[src/rtl/fft_disp_pkg.sv]
// fft_disp_pkg
// Shared definitions for the spectrum display path: default widths (also
// used by the renderer), the magnitude-unit latency, the saturating
// scale helper and the valid/eop tag that travels beside the data.
package fft_disp_pkg;

    localparam int DIN_W_DEF  = 17;
    localparam int DOUT_W_DEF = 9;
    localparam int SHIFT_DEF  = 7;
    localparam int IDX_W_DEF  = 10;

    // Sideband tag carried alongside each pipeline sample.
    typedef struct packed {
        logic vld;
        logic eop;
    } tag_t;

    // Abs stage + square stage + one stage per root bit + scale stage.
    function automatic int mag_latency(input int din_w);
        return din_w + 3;
    endfunction

    // v >> sh, clamped to all ones when it no longer fits in ow bits.
    function automatic logic [63:0] sat_shr(input logic [63:0] v, input int sh, input int ow);
        logic [63:0] s;
        s = v >> sh;
        if ((s >> ow) != 64'd0)
            return (64'd1 << ow) - 64'd1;
        return s;
    endfunction

endpackage

[src/rtl/fft_magnitude_norm_sqrt_pipe.sv]
// sqrt_pipe
// Fully pipelined non-restoring integer square root, one root bit per
// register stage (RAD_W/2 stages). data_o = floor(sqrt(data_i)).
// Ports:
//   clk, rst_n        clock, async active-low reset (clears the tags only)
//   data_i  [RAD_W]   unsigned radicand
//   i_valid, i_eop    input tags
//   data_o  [RAD_W/2] root
//   o_valid, o_eop    tags aligned with data_o
module sqrt_pipe #(
    parameter int RAD_W = 34
) (
    input  logic                 clk,
    input  logic                 rst_n,
    input  logic [RAD_W-1:0]     data_i,
    input  logic                 i_valid,
    input  logic                 i_eop,
    output logic [RAD_W/2-1:0]   data_o,
    output logic                 o_valid,
    output logic                 o_eop
);

    localparam int HALF = RAD_W / 2;
    // Signed partial remainder; headroom keeps the <<2 step from overflowing.
    localparam int RW   = HALF + 5;

    logic [RAD_W-1:0]       rad_d  [HALF];
    logic [RAD_W-1:0]       rad_q  [HALF];
    logic signed [RW-1:0]   rem_d  [HALF];
    logic signed [RW-1:0]   rem_q  [HALF];
    logic [HALF-1:0]        root_d [HALF];
    logic [HALF-1:0]        root_q [HALF];
    logic [HALF-1:0]        vld_pipe;
    logic [HALF-1:0]        eop_pipe;

    // Stage k consumes the next two radicand bits. A non-negative remainder
    // subtracts (4q+1), a negative one adds back (4q+3); the sign of the new
    // remainder is the next root bit, so no final correction is needed.
    always_comb begin
        logic [RAD_W-1:0]     r_in;
        logic signed [RW-1:0] m_in;
        logic signed [RW-1:0] sh;
        logic signed [RW-1:0] m_nx;
        logic [HALF-1:0]      q_in;
        for (int k = 0; k < HALF; k++) begin
            if (k == 0) begin
                r_in = data_i;
                m_in = '0;
                q_in = '0;
            end else begin
                r_in = rad_q[k-1];
                m_in = rem_q[k-1];
                q_in = root_q[k-1];
            end
            sh = {m_in[RW-3:0], r_in[RAD_W-1 -: 2]};
            if (!m_in[RW-1])
                m_nx = sh - {{(RW-HALF-2){1'b0}}, q_in, 2'b01};
            else
                m_nx = sh + {{(RW-HALF-2){1'b0}}, q_in, 2'b11};
            rad_d[k]  = r_in << 2;
            rem_d[k]  = m_nx;
            root_d[k] = {q_in[HALF-2:0], ~m_nx[RW-1]};
        end
    end

    // Datapath needs no reset: only the tags decide what is observed.
    always_ff @(posedge clk) begin
        for (int k = 0; k < HALF; k++) begin
            rad_q[k]  <= rad_d[k];
            rem_q[k]  <= rem_d[k];
            root_q[k] <= root_d[k];
        end
    end

    always_ff @(posedge clk or negedge rst_n) begin
        if (!rst_n) begin
            vld_pipe <= '0;
            eop_pipe <= '0;
        end else begin
            vld_pipe <= {vld_pipe[HALF-2:0], i_valid};
            eop_pipe <= {eop_pipe[HALF-2:0], i_eop};
        end
    end

    assign data_o  = root_q[HALF-1];
    assign o_valid = vld_pipe[HALF-1];
    assign o_eop   = eop_pipe[HALF-1];

endmodule

[src/rtl/fft_magnitude_norm.sv]
// fft_magnitude_norm
// FFT-bin magnitude for the display path: |re|,|im| -> re^2+im^2 ->
// floor(sqrt) -> >>SHIFT with saturation to DOUT_W. Tracks per-frame peak.
// Latency DIN_W+3 clocks, one sample per clock, no backpressure.
// Ports:
//   clk, rst_n                     clock, async active-low reset
//   source_real/imag [DIN_W]       signed FFT bin
//   source_valid, source_eop       input qualifiers (eop needs valid)
//   data_modulus [DOUT_W]          scaled, saturated magnitude
//   data_valid, data_eop           output qualifiers
//   data_index [IDX_W]             bin index of the output sample
//   peak_value, peak_index         max of the last completed frame
//   peak_valid                     one-cycle pulse the clock after data_eop
module fft_magnitude_norm
    import fft_disp_pkg::*;
#(
    parameter int DIN_W  = DIN_W_DEF,
    parameter int DOUT_W = DOUT_W_DEF,
    parameter int SHIFT  = SHIFT_DEF,
    parameter int IDX_W  = IDX_W_DEF
) (
    input  logic                     clk,
    input  logic                     rst_n,
    input  logic signed [DIN_W-1:0]  source_real,
    input  logic signed [DIN_W-1:0]  source_imag,
    input  logic                     source_valid,
    input  logic                     source_eop,
    output logic [DOUT_W-1:0]        data_modulus,
    output logic                     data_valid,
    output logic                     data_eop,
    output logic [IDX_W-1:0]         data_index,
    output logic [DOUT_W-1:0]        peak_value,
    output logic [IDX_W-1:0]         peak_index,
    output logic                     peak_valid
);

    // Stage A: absolute values. Two's-complement negate of the most
    // negative input yields 2^(DIN_W-1), which is exact as unsigned.
    logic [DIN_W-1:0] abs_re_d, abs_im_d, abs_re_q, abs_im_q;
    tag_t             tag_a_q;

    assign abs_re_d = source_real[DIN_W-1] ? (~source_real) + 1'b1 : source_real;
    assign abs_im_d = source_imag[DIN_W-1] ? (~source_imag) + 1'b1 : source_imag;

    // Stage B: exact sum of squares.
    logic [2*DIN_W-1:0] sq_d, sq_q;
    tag_t               tag_b_q;

    assign sq_d = {{DIN_W{1'b0}}, abs_re_q} * {{DIN_W{1'b0}}, abs_re_q}
                + {{DIN_W{1'b0}}, abs_im_q} * {{DIN_W{1'b0}}, abs_im_q};

    // Root stages.
    logic [DIN_W-1:0] root;
    logic             root_vld, root_eop;

    sqrt_pipe #(.RAD_W(2*DIN_W)) u_sqrt (
        .clk     (clk),
        .rst_n   (rst_n),
        .data_i  (sq_q),
        .i_valid (tag_b_q.vld),
        .i_eop   (tag_b_q.eop),
        .data_o  (root),
        .o_valid (root_vld),
        .o_eop   (root_eop)
    );

    // Stage S: scale and saturate.
    logic [DOUT_W-1:0] mod_d, mod_q;
    logic              dvld_q, deop_q;

    assign mod_d = DOUT_W'(sat_shr(64'(root), SHIFT, DOUT_W));

    // Output-side index counter and peak tracker.
    logic [IDX_W-1:0]  idx_d, idx_q;
    logic [DOUT_W-1:0] max_d, max_q;
    logic [IDX_W-1:0]  max_idx_d, max_idx_q;
    logic [DOUT_W-1:0] peak_val_d, peak_val_q;
    logic [IDX_W-1:0]  peak_idx_d, peak_idx_q;
    logic              peak_vld_d, peak_vld_q;
    logic              take;
    logic [DOUT_W-1:0] cand_val;
    logic [IDX_W-1:0]  cand_idx;

    // Strict '>' keeps the earliest index on ties. The eop sample is folded
    // in before the result is published, and the tracker restarts at once so
    // a back-to-back frame starts clean.
    always_comb begin
        idx_d      = idx_q;
        max_d      = max_q;
        max_idx_d  = max_idx_q;
        peak_val_d = peak_val_q;
        peak_idx_d = peak_idx_q;
        peak_vld_d = 1'b0;
        take       = mod_q > max_q;
        cand_val   = take ? mod_q : max_q;
        cand_idx   = take ? idx_q : max_idx_q;
        if (dvld_q) begin
            if (deop_q) begin
                idx_d      = '0;
                max_d      = '0;
                max_idx_d  = '0;
                peak_val_d = cand_val;
                peak_idx_d = cand_idx;
                peak_vld_d = 1'b1;
            end else begin
                idx_d     = idx_q + 1'b1;
                max_d     = cand_val;
                max_idx_d = cand_idx;
            end
        end
    end

    always_ff @(posedge clk or negedge rst_n) begin
        if (!rst_n) begin
            abs_re_q   <= '0;
            abs_im_q   <= '0;
            tag_a_q    <= '0;
            sq_q       <= '0;
            tag_b_q    <= '0;
            mod_q      <= '0;
            dvld_q     <= 1'b0;
            deop_q     <= 1'b0;
            idx_q      <= '0;
            max_q      <= '0;
            max_idx_q  <= '0;
            peak_val_q <= '0;
            peak_idx_q <= '0;
            peak_vld_q <= 1'b0;
        end else begin
            abs_re_q   <= abs_re_d;
            abs_im_q   <= abs_im_d;
            tag_a_q    <= '{vld: source_valid, eop: source_valid & source_eop};
            sq_q       <= sq_d;
            tag_b_q    <= tag_a_q;
            mod_q      <= mod_d;
            dvld_q     <= root_vld;
            deop_q     <= root_vld & root_eop;
            idx_q      <= idx_d;
            max_q      <= max_d;
            max_idx_q  <= max_idx_d;
            peak_val_q <= peak_val_d;
            peak_idx_q <= peak_idx_d;
            peak_vld_q <= peak_vld_d;
        end
    end

    assign data_modulus = mod_q;
    assign data_valid   = dvld_q;
    assign data_eop     = deop_q;
    assign data_index   = idx_q;
    assign peak_value   = peak_val_q;
    assign peak_index   = peak_idx_q;
    assign peak_valid   = peak_vld_q;

endmodule

[config.mk]
export PLATFORM = sky130hd
export DESIGN_NAME = fft_magnitude_norm
export DESIGN_NICKNAME = d
export VERILOG_FILES = /design/src/rtl/fft_disp_pkg.sv /design/src/rtl/fft_magnitude_norm_sqrt_pipe.sv /design/src/rtl/fft_magnitude_norm.sv
export SDC_FILE = /design/constraint.sdc
export NUM_CORES = 2
export LEC_CHECK = 0
export ABC_AREA = 1
export ABC_CLOCK_PERIOD_IN_PS = 7500
export CELL_PAD_IN_SITES_DETAIL_PLACEMENT = 1
export CELL_PAD_IN_SITES_GLOBAL_PLACEMENT = 2
export CORE_MARGIN = 3
export CORE_UTILIZATION = 41
export CTS_BUF_LIST = sky130_fd_sc_hd__clkbuf_8
export DETAILED_ROUTE_END_ITERATION = 12
export PLACE_DENSITY_LB_ADDON = 0.2
export RECOVER_POWER = 25
export SYNTH_ARGS = -nofsm -noshare
export SYNTH_HDL_FRONTEND = slang
export SYNTH_SLANG_ARGS = --single-unit
[constraint.sdc]
create_clock -name clk -period 7.5 [get_ports clk]
set_clock_uncertainty 0.1 [all_clocks]
set_input_delay 0.75 -clock clk [delete_from_list [all_inputs] [get_ports clk]]
set_output_delay 0.75 -clock clk [all_outputs]
set_load 0.02 [all_outputs]
==> out/metrics.yaml <==
clock_network:
  insertion_delay_ns: 0.75
  clk_pin_slew_ns: 0.07
  clock_sinks: 524
  clock_path_buffers: 3
  h-tree-depth: 3
  cts-root-buf: "clkbuf_8"
  tritoncts: "yes"
  numCtsBuffers: 92
finish:
  final_common_cell: "inv_1"
  nets: 5590
  area_growth_pct: 11.08
  drive_above_1_share_pct: 5.104
  layout_common_cells: "inv_1, nand2_1, fa_1"
  final_cells: 6087
placed_design:
  dp_hpwl_mm: 87.20
  gp_congestion: 0.8552
  numPlacedInstances: 5913
  io_buffers: 78
detailed_routing:
  drt-wirelength-per-cell_microns: 16.90
  drc: 0
  dr.pass1.iters: 5
  vias: 28770
  drtIter0Drc: 978
  final_antenna_net_count: 0
  wl_mm: 102.9
  via_per_inst: 4.726
sta:
  fin_crit_ns: 7.167
  setup_violations: 0
  maxSlewHeadroom_pct: 32.53
  drv_slew: 0
  whs_ns: 0.1898
  setup_tns_ns: 0
  fmax_ghz: 0.1395
  worst_pin_slew_ns: 1.012
  rsz0062_at_grt: "false"
  hold_viol: 0
  finalCritPeriodShare_pct: 95.56
synth:
  syn_inst: 4625
  synth_area_sq_um: 39440
  yosys.cell_types.count: 52
  postSynthAreaPerCell_sq_um: 8.527
  async_flop_share_pct: 29.01
  synth_fp_nets: 5472
  ys.flop_type: "dfxtp_1"
  yosysWarnings: 0
  ys_ff_latch: 524
  synth_edf_count: 0
  synth_seq_area_share_pct: 28.53
setup_path:
  critPathKind: "reg2reg"
  r2r-start: "abs_re_q[6]"
  endpoint_kind: "register"
  arrival_ns: 7.66
  cp_max_fo: 17
  start_kind: "register"
  worst_setup_path_startpoint: "abs_re_q[6]"
  worstPathRequired_ns: 7.99
floorplan:
  num_io_pins: 79
  die_w_microns: 316.2
  initial_core_util_pct: 41.45
  core_area_sq_um: 95150
  die_h_microns: 316.2
  rows: 113
  dieArea_sq_um: 99950
global_routing:
  grt_max_degree: 100
  gr-total-overflow: 0
  antenna_found_initial: 2
  first_global_vias: 32150
  grt_pass1_wl_mm: 168.0
  grt_usage_pct: 21.47
worst_hold_path:
  worstHoldStart: "u_sqrt.rad_q[0][86]"
  hold_class: "reg2reg"
job:
  maxCapViolations: 0
run_status:
  status: "finished clean"
## area by class of cell
| type | instances | area [sq um] |
|---|---|---|
| well taps | 1265 | 1583 |
| flip-flops and latches | 524 | 11260 |
| repair buffers | 117 | 1077 |
| diodes | 2 | 5.005 |
| clock buffers | 109 | 1500 |
| inverters | 1081 | 4058 |
| clock inverters | 62 | 590.6 |
| multi-input cells | 2927 | 23730 |
| fillers | 11360 | 51350 |
## cell families after synthesis
family | share of synthesized area, %
and+or+nand+nor | 16.75
buffers and inverters | 11.30
adders and majority gates | 34.25
DFF | 28.53
AOI/OAI and AO/OA | 4.876
xor gates and xnor gates | 4.264
muxes | 0.02855
## registers in the layout, summed over array words and instances, names as in the netlist
| name | flops |
|---|---|
| u_sqrt.vld_pipe | 17 |
| data_modulus | 9 |
| u_sqrt.root_q | 125 |
| peak_index | 10 |
| tag_b_q | 2 |
| data_valid | 1 |
| peak_value | 9 |
| u_sqrt.rem_q | 157 |
| sq_q | 20 |
| max_idx_q | 10 |
| data_index | 10 |
| peak_valid | 1 |
| abs_im_q | 17 |
| data_eop | 1 |
| u_sqrt.eop_pipe | 17 |
| abs_re_q | 17 |
| tag_a_q | 2 |
| u_sqrt.rad_q | 90 |
| max_q | 9 |
## final timing paths
check,endpoint,slack (ns),depth (start not counted)
setup / recovery,sq_q[27],0.33,22
hold / removal,u_sqrt.rad_q[0][120],0.19,0
setup reg to reg,sq_q[27],0.33,22
hold reg to reg,u_sqrt.rad_q[0][120],0.19,0
max in group asynchronous,abs_im_q[15],5.26,3
min in group asynchronous,data_modulus[7],0.58,2
## routing by layer
metal	global-route usage [%]	vias up	wire length [microns]
met5	0	-	13
met4	8.240	2	4045
met3	2.614	179	2538
met2	40.52	349	54330
met1	24.59	14060	41950
li1	-	14180	-
## stage by stage
step	setup WS, ns	area (sq um)	util, %
6_report	0.3328	43810	46.04
5_1_grt	0.004245	43800	46.04
4_1_cts	0.2303	43790	46.02
3_5_place_dp	0.3135	41690	43.82
3_3_place_gp	0.3501	41690	43.82
2_1_floorplan	0.8499	39440	-
## critical path: stages, from the launching register on
cell     delay [ns]
dfrtp_1        0.87
nand2_1        0.22
fa_1           0.50
fa_1           0.57
inv_1          0.06
fa_1           0.50
inv_1          0.05
fa_1           0.53
inv_1          0.05
fa_1           0.52
fa_1           0.44
fa_1           0.54
inv_1          0.05
fa_1           0.53
inv_1          0.04
ha_1           0.39
nand2_1        0.13
nor2_1         0.27
nand2_1        0.16
nor4_1         0.20
nand2_1        0.12
nand3_1        0.08
nand2_1        0.05
## what timing repair did
| item | CTS | global route |
|---|---|---|
| gates resized for setup | 0 | 7 |
| setup endpoints to repair | 0 | 7 |
| setup buffers | 0 | 0 |
| hold buffers | 1 | 0 |
| hold endpoints to repair | 4 | 0 |
## cells in the mapped netlist, drive strengths merged (74+ instances only)
cell type	n	area share, %
fa	451	23
a21oi	184	2.4
inv	1079	10
o21ai	95	1.2
xnor2	74	1.6
dfxtp	372	19
nor2	220	2.1
xor2	118	2.6
ha	358	11
dfrtp	152	9.6
nand2	1042	10
nand3	176	2.3
Power is not shown: default switching activity piles up to over one toggle a cycle in this logic, so the estimate is an artifact.
